==> src/rtl/tone_voice_env.sv <==
// Single-voice square-wave tone generator with ADSR-style envelope
// and 1-bit PWM audio output running at clk rate.
module tone_voice_env #(
  parameter int SYNTH_DIV   = 1024,
  parameter int ENV_DIV     = 64,
  parameter int SUSTAIN_LVL = 10
) (
  input  logic       clk,
  input  logic       rst_n,
  input  logic [6:0] hp,
  input  logic       active,
  output logic       audio,
  output logic [3:0] env_level,
  output logic       busy
);

  localparam int PW = $clog2(SYNTH_DIV);
  localparam int EW = (ENV_DIV > 1) ? $clog2(ENV_DIV) : 1;
  localparam logic [PW-1:0] PRE_MAX = PW'(SYNTH_DIV - 1);
  localparam logic [EW-1:0] ENV_MAX = EW'(ENV_DIV - 1);
  localparam logic [3:0] SUS = 4'(SUSTAIN_LVL);

  typedef enum logic [2:0] {
    S_IDLE,
    S_ATTACK,
    S_DECAY,
    S_SUSTAIN,
    S_RELEASE
  } state_t;

  state_t        state, state_n;
  logic [3:0]    level, level_n;
  logic [PW-1:0] pre_ctr;
  logic [EW-1:0] env_ctr;
  logic [6:0]    ph_ctr;
  logic [3:0]    pwm_ctr;
  logic          osc;
  logic          active_q;
  logic          synth_tick;
  logic          env_tick;
  logic          note_on;
  logic          note_off;
  logic [3:0]    lvl_up;
  logic [3:0]    lvl_dn;

  assign synth_tick = (pre_ctr == PRE_MAX);
  assign env_tick   = synth_tick & (env_ctr == ENV_MAX);
  assign note_on    = active & ~active_q;
  assign note_off   = ~active & active_q;
  assign lvl_up     = (level > 4'd13) ? 4'd15 : level + 4'd2;
  assign lvl_dn     = (level == 4'd0) ? 4'd0 : level - 4'd1;

  always_ff @(posedge clk or negedge rst_n) begin
    if (!rst_n) begin
      pre_ctr  <= '0;
      pwm_ctr  <= '0;
      active_q <= 1'b0;
    end else begin
      pre_ctr  <= pre_ctr + PW'(1);
      pwm_ctr  <= pwm_ctr + 4'd1;
      active_q <= active;
    end
  end

  // hp is used live; >= lets a shrinking period wrap at once
  always_ff @(posedge clk or negedge rst_n) begin
    if (!rst_n) begin
      ph_ctr <= '0;
      osc    <= 1'b0;
    end else if (synth_tick) begin
      if (hp == 7'd0) begin
        ph_ctr <= '0;
        osc    <= 1'b0;
      end else if (ph_ctr >= hp - 7'd1) begin
        ph_ctr <= '0;
        osc    <= ~osc;
      end else begin
        ph_ctr <= ph_ctr + 7'd1;
      end
    end
  end

  always_ff @(posedge clk or negedge rst_n) begin
    if (!rst_n) begin
      env_ctr <= '0;
    end else if (note_on | note_off) begin
      env_ctr <= '0;
    end else if (synth_tick) begin
      env_ctr <= (env_ctr == ENV_MAX) ? '0 : env_ctr + EW'(1);
    end
  end

  always_ff @(posedge clk or negedge rst_n) begin
    if (!rst_n) begin
      state <= S_IDLE;
      level <= 4'd0;
    end else begin
      state <= state_n;
      level <= level_n;
    end
  end

  // gate edges win over a coincident envelope step
  always_comb begin
    state_n = state;
    level_n = level;
    if (note_on) begin
      state_n = S_ATTACK;
    end else if (note_off && state != S_IDLE) begin
      state_n = S_RELEASE;
    end else if (env_tick) begin
      unique case (state)
        S_ATTACK: begin
          level_n = lvl_up;
          if (lvl_up == 4'd15) state_n = S_DECAY;
        end
        S_DECAY: begin
          if (level > SUS) level_n = lvl_dn;
          if (lvl_dn <= SUS) state_n = S_SUSTAIN;
        end
        S_RELEASE: begin
          level_n = lvl_dn;
          if (lvl_dn == 4'd0) state_n = S_IDLE;
        end
        default: begin
          level_n = level;
        end
      endcase
    end
  end

  always_ff @(posedge clk or negedge rst_n) begin
    if (!rst_n) begin
      audio <= 1'b0;
    end else begin
      audio <= osc & (pwm_ctr < level);
    end
  end

  assign env_level = level;
  assign busy      = (state != S_IDLE);

endmodule

==> config.mk <==
export PLATFORM = sky130hd
export DESIGN_NAME = tone_voice_env
export DESIGN_NICKNAME = d
export VERILOG_FILES = /design/src/rtl/tone_voice_env.sv
export SDC_FILE = /design/constraint.sdc
export NUM_CORES = 1
export LEC_CHECK = 0
export ABC_CLOCK_PERIOD_IN_PS = 2600
export CORE_AREA = 2 2 67 69
export CTS_CLUSTER_DIAMETER = 80
export CTS_CLUSTER_SIZE = 16
export DETAILED_ROUTE_END_ITERATION = 8
export DIE_AREA = 0 0 69 71
export GPL_TIMING_DRIVEN = 1
export HOLD_SLACK_MARGIN = 0.03
export PLACE_DENSITY = 0.78
export SKIP_CTS_REPAIR_TIMING = 1
export SLEW_MARGIN = 10
export SYNTH_ARGS = -nofsm -noshare
export SYNTH_HDL_FRONTEND = slang
export SYNTH_SLANG_ARGS = --single-unit
==> constraint.sdc <==
create_clock -name clk -period 2.6 [get_ports clk]
set_input_delay 0.52 -clock clk [delete_from_list [all_inputs] [get_ports clk]]
set_output_delay 0.52 -clock clk [all_outputs]
set_load 0.01 [all_outputs]
==> qor.yml <==
setup_path:
  cpMaxStageDelayCell: "clkdlybuf4s50_1"
  worstReg2RegEnd: "state[0]"
  cp_top_family: "compound AO/OA/AOI/OAI gates"
  cp.arrival_ns: 2.66
  path_class: "in -> reg"
  critical_path_depth: 9
  critPathCapture: "osc"
  cp-start-kind: "primary input"
  reg2reg_depth: 7
  crit_chain: "clkdlybuf4s50_1 > nor2_1 > nand3_1 > xor2_1 > ha_1 > nand4_1 > o311a_1 > a21oi_2 > mux2_4"
  crit_start: "hp[4]"
  worstReg2RegStart: "env_level[1]"
  max_stage_delay_ns: 0.48
  required_ns: 2.78
  path_max_fanout: 3
  critPathBufInv: 1
  cp-end-kind: "flip-flop"
  reg2reg_slack_ns: 0.55
clocking:
  numClockSinks: 37
  clockRootBuffer: "clkbuf_8"
  clock_path_buffers: 2
  clkTransAtPathRegs_ns: 0.08
  tritoncts: "done"
  clk_latency_ns: 0.29
  numCtsBuffers: 5
  htreeDepth: 2
sta:
  maxSlewHeadroom_pct: 47.4
  tightest_slew_ns: 0.790
  fmax_mhz: 403
  post-route-period-util_pct: 95.5
  hold_slack_ns: 0.304
  hold_viol: 0
  finClkSkew_ns: 0.00676
  grt_setup_unrepaired: "false"
  finalMaxSlewViolations: 0
  setup_viol: 0
  final.min_clock_period_ns: 2.48
logic_synthesis:
  ys_seq_area_share_pct: 38.9
  syn_inst: 242
  post_synth.cell_area_avg_um2: 9.84
  synth_compound_area_share_pct: 16.2
  synth_top_family_by_area: "simple AND/OR/NAND/NOR gates"
  synth_nets: 273
  async_flop_share_pct: 100
  ys_warn_count: 0
  synthSimpleGateAreaFrac_pct: 18.9
  synth_mux_area_share_pct: 2.84
  synth_cell_types: 57
  synth_fa_ha_area_share_pct: 11.0
  ys_seq_elements: 37
  syn_area_um2: 2380
  synth_xor_area_share_pct: 6.99
  ys.flop_type: "dfrtp_1"
  synth_edf_count: 0
place:
  hpwl_um: 3200
  post_dp_cell_area_um2: 2620
  place_congestion: 0.812
  place_inst: 313
  portBuffers: 15
final_layout:
  drive_gt1_share_pct: 12.6
  area_growth_pct: 16.3
  nets: 299
  diodes: 0
  final_cell_mix: "37 x dfrtp_1, 21 x ha_1, 20 x nand2_1"
  instances_no_fill: 321
  final_cell_area_um2: 2770
  finish.utilization_pct: 65.9
  layout_commonest_cell: "dfrtp_1"
power_and_ir_drop:
  powerDensity_nw_per_um2: 446
  p_leak_nw: 1.24
  peakVddDrop_mv: 0.331
detailed_routing:
  vias_per_cell: 5.80
  wl_per_cell_um: 13.4
  firstDrtPassIters: 4
  drc_errors: 0
  vias: 1862
  drt_iter0_markers: 102
  ant_nets: 0
  wl_um: 4320
die:
  die_w_um: 69
  die_y_um: 71
  rows: 24
  fp.dieArea_um2: 4900
  initial_utilization_pct: 56.7
  ios: 16
  fp.coreArea_um2: 4200
grt:
  grt-ovfl-total: 0
  grt_pass1_wl_um: 7890
  antenna_found_initial: 0
  track_usage_pct: 19.5
  grt_max_degree: 38
  grt_pass1_vias: 1767
worst_hold_path:
  hp-class: "in -> async"
status:
  status: "finished, final reports clean"
flow_run:
  max_cap_viol_count: 0
[state kept, by name, indices dropped and copies added (netlist names)]
| name | cells |
|---|---|
| pre_ctr | 10 |
| ph_ctr | 7 |
| env_ctr | 6 |
| env_level | 4 |
| pwm_ctr | 4 |
| state | 3 |
| active_q | 1 |
| audio | 1 |
| osc | 1 |
[stage by stage]
stage | setup slack, ns | power (mW) | setup TNS (ns)
final | 0.117 | 1.24 | 0
after global routing | 0.00889 | 1.30 | 0
after CTS | -0.0733 | 1.24 | -0.0733
after detailed placement | -0.395 | 0.723 | -2.41
after global placement | -0.364 | 0.722 | -2.16
after floorplan | 0.0243 | 0.672 | 0
[layer usage]
layer / GRT usage, % / wire length [um] / vias to the layer above
li1: - / - / 935
met1: 26.7 / 2110 / 903
met2: 31.3 / 2040 / 17
met3: 4.56 / 112 / 7
met4: 5.88 / 61 / 0
met5: 0 / 0 / -
[cell usage after synthesis, drive strengths merged (2+ instances only)]
master  count  area (um^2)
nor3        7         46.3
clkbuf      2         7.51
mux2        3         37.5
or3         4         25.0
inv        16         60.1
nand2b      2         12.5
nor2b       5         31.3
a211oi      2         15.0
and4        3         30.0
nand4       6         43.8
nand3      13         65.1
a21boi      4         30.0
buf         6         57.6
o22ai       2         12.5
and2        2         12.5
o31ai       2         15.0
xnor2      13          114
dfrtp      37          926
or4         2         15.0
nor2        7         26.3
ha         21          263
o21ai      14         70.1
mux2i       3         30.0
and3        4         25.0
o211ai      2         28.8
a31oi       4         25.0
a21oi      11         55.1
o21a        2         15.0
nand2      20         75.1
o311ai      2         17.5
o41ai       2         25.0
xor2        6         52.6
[worst min-delay path by stage]
stage / start / cells after the start / to / slack [ns]
after floorplan: rst_n / 0 / active_q / 0.22
after global placement: pwm_ctr[0] / 1 / pwm_ctr[0] / 0.46
after detailed placement: pre_ctr[0] / 1 / pre_ctr[0] / 0.47
after CTS: rst_n / 1 / env_ctr[3] / 0.33
after global routing: rst_n / 1 / ph_ctr[6] / 0.38
final: rst_n / 1 / env_ctr[2] / 0.30
[where the power goes]
group	internal, mW	switching, mW
registers	0.580	0.0117
clock network	0.312	0.209
logic	0.0563	0.0663
total	0.949	0.287
[cell type report]
cell class | count | area (um^2)
clock buffers | 6 | 82.6
clock inverters | 2 | 37.5
fillers | 361 | 1430
inverters | 16 | 60.1
multi-input cells | 181 | 1360
flip-flops and latches | 37 | 926
well taps | 52 | 65.1
repair buffers | 27 | 243
[logic make-up after synthesis]
family / after synthesis
buffers and inverters: 24
adder cells (fa/ha/maj): 21
multiplexers: 6
XOR/XNOR: 19
AND/OR/NAND/NOR: 80
flip-flops: 37
AO/OA/AOI/OAI: 55
Power figures use the tool's default switching activity.
